===== config.mk =====
export PLATFORM = sky130hd
export DESIGN_NAME = muldiv_seq
export DESIGN_NICKNAME = d
export VERILOG_FILES = /design/src/rtl/muldiv_seq.sv
export SDC_FILE = /design/constraint.sdc
export NUM_CORES = 2
export LEC_CHECK = 0
export CAP_MARGIN = 20
export CORE_MARGIN = 2
export CORE_UTILIZATION = 35
export CTS_BUF_LIST = sky130_fd_sc_hd__clkbuf_4 sky130_fd_sc_hd__clkbuf_8
export CTS_CLUSTER_DIAMETER = 60
export DETAILED_ROUTE_END_ITERATION = 16
export GPL_ROUTABILITY_DRIVEN = 0
export PLACE_DENSITY = 0.63
export SLEW_MARGIN = 40
export SYNTH_ARGS = -nofsm -noshare
export SYNTH_HDL_FRONTEND = slang
export SYNTH_SLANG_ARGS = --single-unit
export TNS_END_PERCENT = 50

===== constraint.sdc =====
create_clock -name clk_i -period 4.43 [get_ports clk_i]
set_clock_uncertainty 0.15 [all_clocks]
set_input_delay 0.886 -clock clk_i [delete_from_list [all_inputs] [get_ports clk_i]]
set_output_delay 0.886 -clock clk_i [all_outputs]
set_load 0.05 [all_outputs]

===== src/rtl/muldiv_seq.sv =====
// muldiv_seq: iterative RV64M multiply/divide sequencer.
// Radix-2 shift-add multiply and restoring divide, one bit per cycle.
// Sign fix-up and W-form extension happen in a single FIX cycle.
module muldiv_seq #(
   parameter int XLEN = 64
) (
   input  logic            clk_i,
   input  logic            rst_ni,
   input  logic            start_i,
   input  logic [3:0]      op_i,
   input  logic [XLEN-1:0] src1_i,
   input  logic [XLEN-1:0] src2_i,
   input  logic            flush_i,
   output logic            ready_o,
   output logic            busy_o,
   output logic            done_o,
   output logic [XLEN-1:0] result_o
);

   localparam int CW = $clog2(XLEN) + 1;

   typedef enum logic [2:0] {IDLE, MUL, DIV, FIX, DONE} state_t;

   state_t          state_q, state_d;
   logic [CW-1:0]   cnt_q, cnt_d;
   logic [CW-1:0]   len_q, len_d;
   logic [XLEN-1:0] opA_q, opA_d;
   logic [XLEN-1:0] opB_q, opB_d;
   logic [XLEN-1:0] acc_q, acc_d;
   logic [XLEN-1:0] result_q, result_d;
   logic            isW_q, isW_d;
   logic            isMul_q, isMul_d;
   logic            isRem_q, isRem_d;
   logic            negQuo_q, negQuo_d;
   logic            negRem_q, negRem_d;

   logic [2:0]      baseOp;
   logic            opW, opMul, opSigned, opRem, opReserved;
   logic [XLEN-1:0] ext1, ext2, mag1, mag2, dividendRes;
   logic            neg1, neg2, divZero, divOvf;

   logic [XLEN:0]   remShift;
   logic            remFits;
   logic [XLEN-1:0] quoFix, remFix, selFix, finalFix;

   // Decode the incoming op and prepare operands, magnitudes and special cases
   always_comb begin
      baseOp     = op_i[2:0];
      opW        = op_i[3];
      opReserved = (baseOp > 3'd4);
      opMul      = (baseOp == 3'd0);
      opSigned   = (baseOp == 3'd1) || (baseOp == 3'd3);
      opRem      = (baseOp == 3'd3) || (baseOp == 3'd4);
      if (opW) begin
         ext1 = opSigned ? {{(XLEN-32){src1_i[31]}}, src1_i[31:0]}
                         : {{(XLEN-32){1'b0}}, src1_i[31:0]};
         ext2 = opSigned ? {{(XLEN-32){src2_i[31]}}, src2_i[31:0]}
                         : {{(XLEN-32){1'b0}}, src2_i[31:0]};
         divZero = (src2_i[31:0] == 32'd0);
         divOvf  = opSigned && (src1_i[31:0] == 32'h8000_0000)
                            && (src2_i[31:0] == 32'hFFFF_FFFF);
         dividendRes = {{(XLEN-32){src1_i[31]}}, src1_i[31:0]};
      end else begin
         ext1 = src1_i;
         ext2 = src2_i;
         divZero = (src2_i == '0);
         divOvf  = opSigned && (src1_i == {1'b1, {(XLEN-1){1'b0}}})
                            && (src2_i == '1);
         dividendRes = src1_i;
      end
      neg1 = opSigned && ext1[XLEN-1];
      neg2 = opSigned && ext2[XLEN-1];
      mag1 = neg1 ? (~ext1 + 1'b1) : ext1;
      mag2 = neg2 ? (~ext2 + 1'b1) : ext2;
   end

   // Restoring-divide step: shift one dividend bit into the partial remainder
   assign remShift = {acc_q, opA_q[XLEN-1]};
   assign remFits  = (remShift >= {1'b0, opB_q});

   // FIX datapath: undo the magnitude trick, choose the output, extend W forms
   assign quoFix   = negQuo_q ? (~opA_q + 1'b1) : opA_q;
   assign remFix   = negRem_q ? (~acc_q + 1'b1) : acc_q;
   assign selFix   = isMul_q ? acc_q : (isRem_q ? remFix : quoFix);
   assign finalFix = isW_q ? {{(XLEN-32){selFix[31]}}, selFix[31:0]} : selFix;

   // Next-state logic: accept, iterate, fix up, pulse done; flush overrides all
   always_comb begin
      state_d  = state_q;
      cnt_d    = cnt_q;
      len_d    = len_q;
      opA_d    = opA_q;
      opB_d    = opB_q;
      acc_d    = acc_q;
      result_d = result_q;
      isW_d    = isW_q;
      isMul_d  = isMul_q;
      isRem_d  = isRem_q;
      negQuo_d = negQuo_q;
      negRem_d = negRem_q;

      case (state_q)
         IDLE: begin
            if (start_i && !flush_i) begin
               cnt_d    = '0;
               len_d    = opW ? CW'(32) : CW'(XLEN);
               isW_d    = opW;
               isMul_d  = opMul;
               isRem_d  = opRem;
               negQuo_d = neg1 ^ neg2;
               negRem_d = neg1;
               acc_d    = '0;
               if (opReserved) begin
                  result_d = '0;
                  state_d  = DONE;
               end else if (opMul) begin
                  opA_d   = ext1;
                  opB_d   = ext2;
                  state_d = MUL;
               end else if (divZero) begin
                  result_d = opRem ? dividendRes : '1;
                  state_d  = DONE;
               end else if (divOvf) begin
                  result_d = opRem ? '0 : dividendRes;
                  state_d  = DONE;
               end else begin
                  opA_d   = opW ? (mag1 << 32) : mag1;
                  opB_d   = mag2;
                  state_d = DIV;
               end
            end
         end
         MUL: begin
            if (opB_q[0]) begin
               acc_d = acc_q + opA_q;
            end
            opA_d = opA_q << 1;
            opB_d = opB_q >> 1;
            cnt_d = cnt_q + 1'b1;
            if (cnt_q == len_q - 1'b1) begin
               state_d = FIX;
            end
         end
         DIV: begin
            acc_d = remFits ? (remShift[XLEN-1:0] - opB_q) : remShift[XLEN-1:0];
            opA_d = {opA_q[XLEN-2:0], remFits};
            cnt_d = cnt_q + 1'b1;
            if (cnt_q == len_q - 1'b1) begin
               state_d = FIX;
            end
         end
         FIX: begin
            result_d = finalFix;
            state_d  = DONE;
         end
         DONE: begin
            state_d = IDLE;
         end
         default: begin
            state_d = IDLE;
         end
      endcase

      if (flush_i) begin
         state_d  = IDLE;
         result_d = result_q;
      end
   end

   // State and datapath registers, cleared asynchronously by reset
   always_ff @(posedge clk_i or negedge rst_ni) begin
      if (!rst_ni) begin
         state_q  <= IDLE;
         cnt_q    <= '0;
         len_q    <= '0;
         opA_q    <= '0;
         opB_q    <= '0;
         acc_q    <= '0;
         result_q <= '0;
         isW_q    <= 1'b0;
         isMul_q  <= 1'b0;
         isRem_q  <= 1'b0;
         negQuo_q <= 1'b0;
         negRem_q <= 1'b0;
      end else begin
         state_q  <= state_d;
         cnt_q    <= cnt_d;
         len_q    <= len_d;
         opA_q    <= opA_d;
         opB_q    <= opB_d;
         acc_q    <= acc_d;
         result_q <= result_d;
         isW_q    <= isW_d;
         isMul_q  <= isMul_d;
         isRem_q  <= isRem_d;
         negQuo_q <= negQuo_d;
         negRem_q <= negRem_d;
      end
   end

   assign ready_o  = (state_q == IDLE);
   assign busy_o   = (state_q != IDLE);
   assign done_o   = (state_q == DONE);
   assign result_o = result_q;

endmodule

Word level (Yosys, flattened, before mapping):

Cells that the tools add are included.

* logic and storage cells: 126
* output and inout port bits: 67
* register bits after elaboration: 278
* input port bits: 136

* multiplexer cells: 50
* reductions and logical operators: 27
* add/subtract/negate cells: 8
* $lt $le $gt $ge: 2
* bitwise logic cells: 6
* equal/unequal tests: 21

Operators by type and width (count)
* $mux W64: 33
* $pmux W64 S3: 2
* $add A64 B1 Y64 const B: 4
* $not A64 Y64: 4
* $pmux W64 S2: 2
* $eq A64 B64 Y1 const B: 2
* $ge A65 B64 Y1: 1
* $add A64 B64 Y64: 1
* $eq A32 B32 Y1 const B: 2
* $logic_not A64 Y1: 1
* $sub A64 B64 Y64: 1
* $logic_not A32 Y1: 1
* $mux W3: 7
* $reduce_and A5 Y1: 3
* $mux W7: 2
* $pmux W7 S2: 1
* $eq A3 B2 Y1 const B: 3
* $pmux W3 S3: 1
* $add A7 B1 Y7 const B: 1
* $eq A7 B7 Y1: 1
* $logic_and A1 B1 Y1: 7
* $sub A7 B1 Y7 const B: 1
* $eq A3 B1 Y1 const B: 2
* $eq A3 B3 Y1 const B: 2
* other kinds (18): 29

Depth between registers and ports, before layout:

* depth after elaboration: 14
* mapped depth: 17
* gate-level depth less buffers: 14

Worst setup path before layout:

Ideal clock, no wire load.

* path type: input to register
* start: input src2_i[8]
* end: register result_q[52], in the netlist result_o[52]
* buffers on the path: 3
* stages on the path: 12
* slack: 0.541 ns
* required time: 4.203 ns
* library setup time: 0.077 ns
* arrival: 3.662 ns
* cells stage by stage: or4_1 -> nor4_2 -> and3_1 -> buf_2 -> nand2_1 -> or3_1 -> or3_1 -> clkbuf_1 -> clkbuf_1 -> a21oi_1 -> nor3_1 -> a21oi_1

* cells in the longest elaborated chain, start to end: 7
* elaborated cells between the ends (all ways): 15

Ends and longest elaborated chain
* from (decl): line 12 `input logic [XLEN-1:0] src2_i,`
* $logic_not A64 Y1 or $logic_not A32 Y1 (tied branches): line 66, 59
* $mux W1: line 54 `if (opW) begin`
* $mux W64: line 120 `end else if (divZero) begin`
* $mux W64: line 116 `end else if (opMul) begin`
* $mux W64: line 113 `if (opReserved) begin`
* $mux W64: line 104 `if (start_i && !flush_i) begin`
* $pmux W64 S2: line 102 `case (state_q)`
* to (signal assigned): line 192 `result_q <= result_d;`
* to (decl): line 30 `logic [XLEN-1:0] result_q, result_d;`

Parallel ways exist; a longest one is shown, timed or not. The select of a mux whose other input is x is not followed.
A chain may end at the register's enable or synchronous reset.

Worst setup path in the final report:

* start: register acc_q[0]
* end: register acc_q[58]

* cells in the longest elaborated chain, start to end: 3
* elaborated cells between the ends (all ways): 6

Ends and longest elaborated chain
* from (decl): line 29 `logic [XLEN-1:0] acc_q, acc_d;`
* from (signal assigned): line 178 `acc_q <= '0;`
* from (signal assigned): line 191 `acc_q <= acc_d;`
* $sub A64 B64 Y64, or another cell as far along: line 145 `acc_d = remFits ? (remShift[XLEN-1:0] - opB_q) : remShift[XLEN-1:0];`
* $mux W64 (on tied branches): line 145, 134
* $pmux W64 S3 (*): line 102

Every way passes the cells marked *; elsewhere a longest branch is shown, timed or not. The select of a mux whose other input is x is not followed.

==> summary.md <==
| Metric | Value |
|---|---|
| Syn Nets | `4359` |
| Area Growth Syn to Fin | `21.20%` |
| Clock Root Buffer | `clkbuf_8` |
| Rows | `105` |
| Status | `complete, no violations` |
| Syn avg cell area | `7.143 um2` |
| 1st-iter DRT viols | `4124` |
| Largest net degree at the start of global routing | `96` |
| LEAKAGE | `14.71 nW` |
| Final Setup Violations | `0` |
| Critical path required time | `4790 ps` |
| Worst reg-to-reg setup slack | `190 ps` |
| Post-CTS Hold Fix Bufs | `0` |
| Worst hold slack | `2.935 ps` |
| Mapped Area | `29200 um2` |
| Sequential Area | `6812 um2` |
| CP Class | `flip-flop to flip-flop` |
| Post-synth cell types | `88` |
| TritonRoute pass-1 iters | `6` |
| Clock Sink Count | `272` |
| Min Tclk post-route | `4239 ps` |
| H-tree levels | `2` |
| #FFs+latches synth | `272` |
| Async S/R FF share, synth | `1.000` |
| Filler cell count in the final layout | `8306` |
| TNS Setup | `0 ps` |
| Vias | `33505` |
| Dpl cell area | `34120 um2` |
| Vias in the first global route | `31449` |
| RSZ-0062 raised after global routing | `no` |
| Yosys warns | `0` |
| Total grt overflow | `0` |
| Clock latency on the worst-skew pair | `650 ps` |
| CTS max path bufs | `3` |
| Nets | `4640` |
| FF-to-FF Start | `acc_q[0]` |
| Avg WL per Cell | `22.09 um` |
| Reg-to-reg critical path endpoint | `acc_q[58]` |
| WP data arrival | `4600 ps` |
| Initial antenna violation count | `3` |
| Via density | `6.116` |
| Total power | `26.03 mW` |
| Peak Freq | `0.2359 GHz` |
| Final Hold Viols | `0` |
| Max VDD drop | `336.4 uV` |
| Core area | `82370 um2` |
| Prevailing post-synth register cell | `dfrtp_1` |
| Share of layout cells above drive strength 1 | `0.1137` |
| Fin. max-slew vios | `0` |
| Die H | `292.8 um` |
| Fin crit share | `0.9570` |
| Die area | `85760 um2` |
| CTS Buf Count | `52` |
| Placed cell count | `5383` |
| PD cells | `735.5 nW/um2` |
| Cell Count, Final, Fillers Out | `5478` |
| CP startpoint kind | `flip-flop` |
| DPL Wire Length | `94.68 mm` |
| Max-slew headroom | `0.4435` |
| Max Cap Viol | `0` |
| CTS tree | `built` |
| Antenna viol nets, final | `0` |
| Clk slew on worst S/H paths | `60 ps` |
| Measured slew at the worst slew-check pin | `833.9 ps` |
| IO Count | `203` |
| Hold Crit Class | `input pin to async pin` |
| Sequential area share after synthesis | `0.2331` |
| Final instance area | `35390 um2` |
| DRC | `0` |
| Port bufs | `202` |
| Multi-input logic area | `20870 um2` |
| Syn Inst Count | `4088` |
| Total track usage | `0.2715` |
| First-pass GRT wire length | `183.6 mm` |
| Crit. End Element | `flip-flop` |
| Die width | `292.8 um` |
| Total length of routed wires | `121.0 mm` |
| Post-synth EDFFs | `0` |
| Initial Util | `0.3545` |
| Critical path fanouts, max | `5` |
| R2R depth | `15` |
## where the power goes
group / total, mW / internal (mW) / switching (mW)
registers: 5.16 / 3.61 / 1.55
clock network: 2.94 / 1.76 / 1.17
logic: 17.9 / 6.74 / 11.2
## cell type report
cell class	instances	share of cell area
antenna	3	0.0002121
tap	1070	0.03783
sequential	272	0.1925
multi-input combinational	3384	0.5896
clock inverter	8	0.005445
clock buffer	82	0.02818
timing repair buffer	521	0.1317
inverter	138	0.01464
## how the worst max path moves through the flow
stage,from,endpoint,slack (ps),cells past startpoint
global route,opA_q[0],result_o[60],20,15
finish,acc_q[0],acc_q[58],190,15
global placement,op_i[0],opB_q[63],-50,15
detailed placement,src2_i[48],opB_q[63],-70,12
floorplan,src2_i[8],result_o[52],540,12
CTS,acc_q[0],acc_q[58],80,15
## metrics by stage
step	worst slack, ps	util
floorplan	540.9	-
global placement	-49.60	0.4142
detailed placement	-73.16	0.4143
CTS	80.69	0.4287
global route	16.50	0.4296
finish	190.6	0.4296
## cell families (layout without fill, tap and decap cells)
| family | Yosys count | in the layout | share of synthesized area |
|---|---|---|---|
| compound gates | 1604 | 1604 | 0.3449 |
| xor+xnor | 270 | 270 | 0.08098 |
| fa+ha+maj | 136 | 136 | 0.05870 |
| buf+inv | 432 | 749 | 0.05630 |
| flops | 272 | 272 | 0.2331 |
| mux | 17 | 17 | 0.005870 |
| other cells | 0 | 3 | 0 |
| simple gates | 1357 | 1357 | 0.2202 |
## state kept, by name (all words and copies together), names as in the netlist
name and cells:
negRem_q 1, isMul_q 1, len_q 2, cnt_q 7, opA_q 64, opB_q 64, isRem_q 1, negQuo_q 1
acc_q 64, state_q 3, result_o 64
## layout by cell type, fill, tap and decap left out, types with 22 or more instances in the layout
master and count:
a211oi_1 35, a21o_1 98, a21oi_1 463, a221oi_1 36, a31oi_1 62, and3_1 22, buf_4 301, clkbuf_8 61
clkdlybuf4s50_1 200, dfrtp_1 268, ha_1 133, inv_1 136, nand2_1 472, nand2b_1 24, nand3_1 70, nand4_1 63
nor2_1 353, nor2b_1 24, nor3_1 85, nor4_1 47, o211ai_1 83, o21a_1 42, o21ai_0 419, o21bai_1 24
o221ai_1 58, o22ai_1 40, o31ai_1 69, o41ai_1 24, or3_1 59, or4_1 32, xnor2_1 141, xor2_1 129
## critical path, cell delays in order, from the launching register on
cell and delay, ps:
dfrtp_1 460, ha_1 250, fa_1 400, a21o_1 230, a311oi_2 320, nor2_1 120
a311o_1 340, o41ai_2 340, buf_4 170, o21ai_1 140, buf_4 250, a21oi_1 220
nor3_1 130, mux2i_1 160, a222oi_1 310, o21ai_0 130
## metal layers
metal	track usage	wire length, um
met4	0.1762	9191
met5	0	10
met1	0.3334	47320
met2	0.4418	55600
met3	0.04302	8877
## synthesized netlist by cell type (36+ instances only)
master	number	area, um2
ha_1	133	1664
inv_1	136	510.5
o211ai_1	83	623.1
nand3_1	70	350.3
o221ai_1	58	508.0
nor3_1	87	435.4
xnor2_1	141	1235
nor4_1	48	300.3
xor2_1	129	1130
nor2_1	357	1340
dfrtp_1	272	6807
a211oi_1	36	270.3
a31oi_1	62	387.9
nand2_1	474	1779
o31ai_1	69	518.0
o21a_1	42	315.3
clkbuf_1	258	968.4
a221oi_1	36	315.3
or3_1	60	375.4
a21oi_1	463	2317
a21o_1	98	735.7
o22ai_1	40	250.2
o21ai_0	420	2102
nand4_1	63	394.1
## timing repair
item | 4_1_cts | 5_1_grt
endpoints found under the setup margin | 0 | 6
gates resized for setup | 0 | 5
buffers inserted | 0 | 0
(Power assumes the default switching activity.)
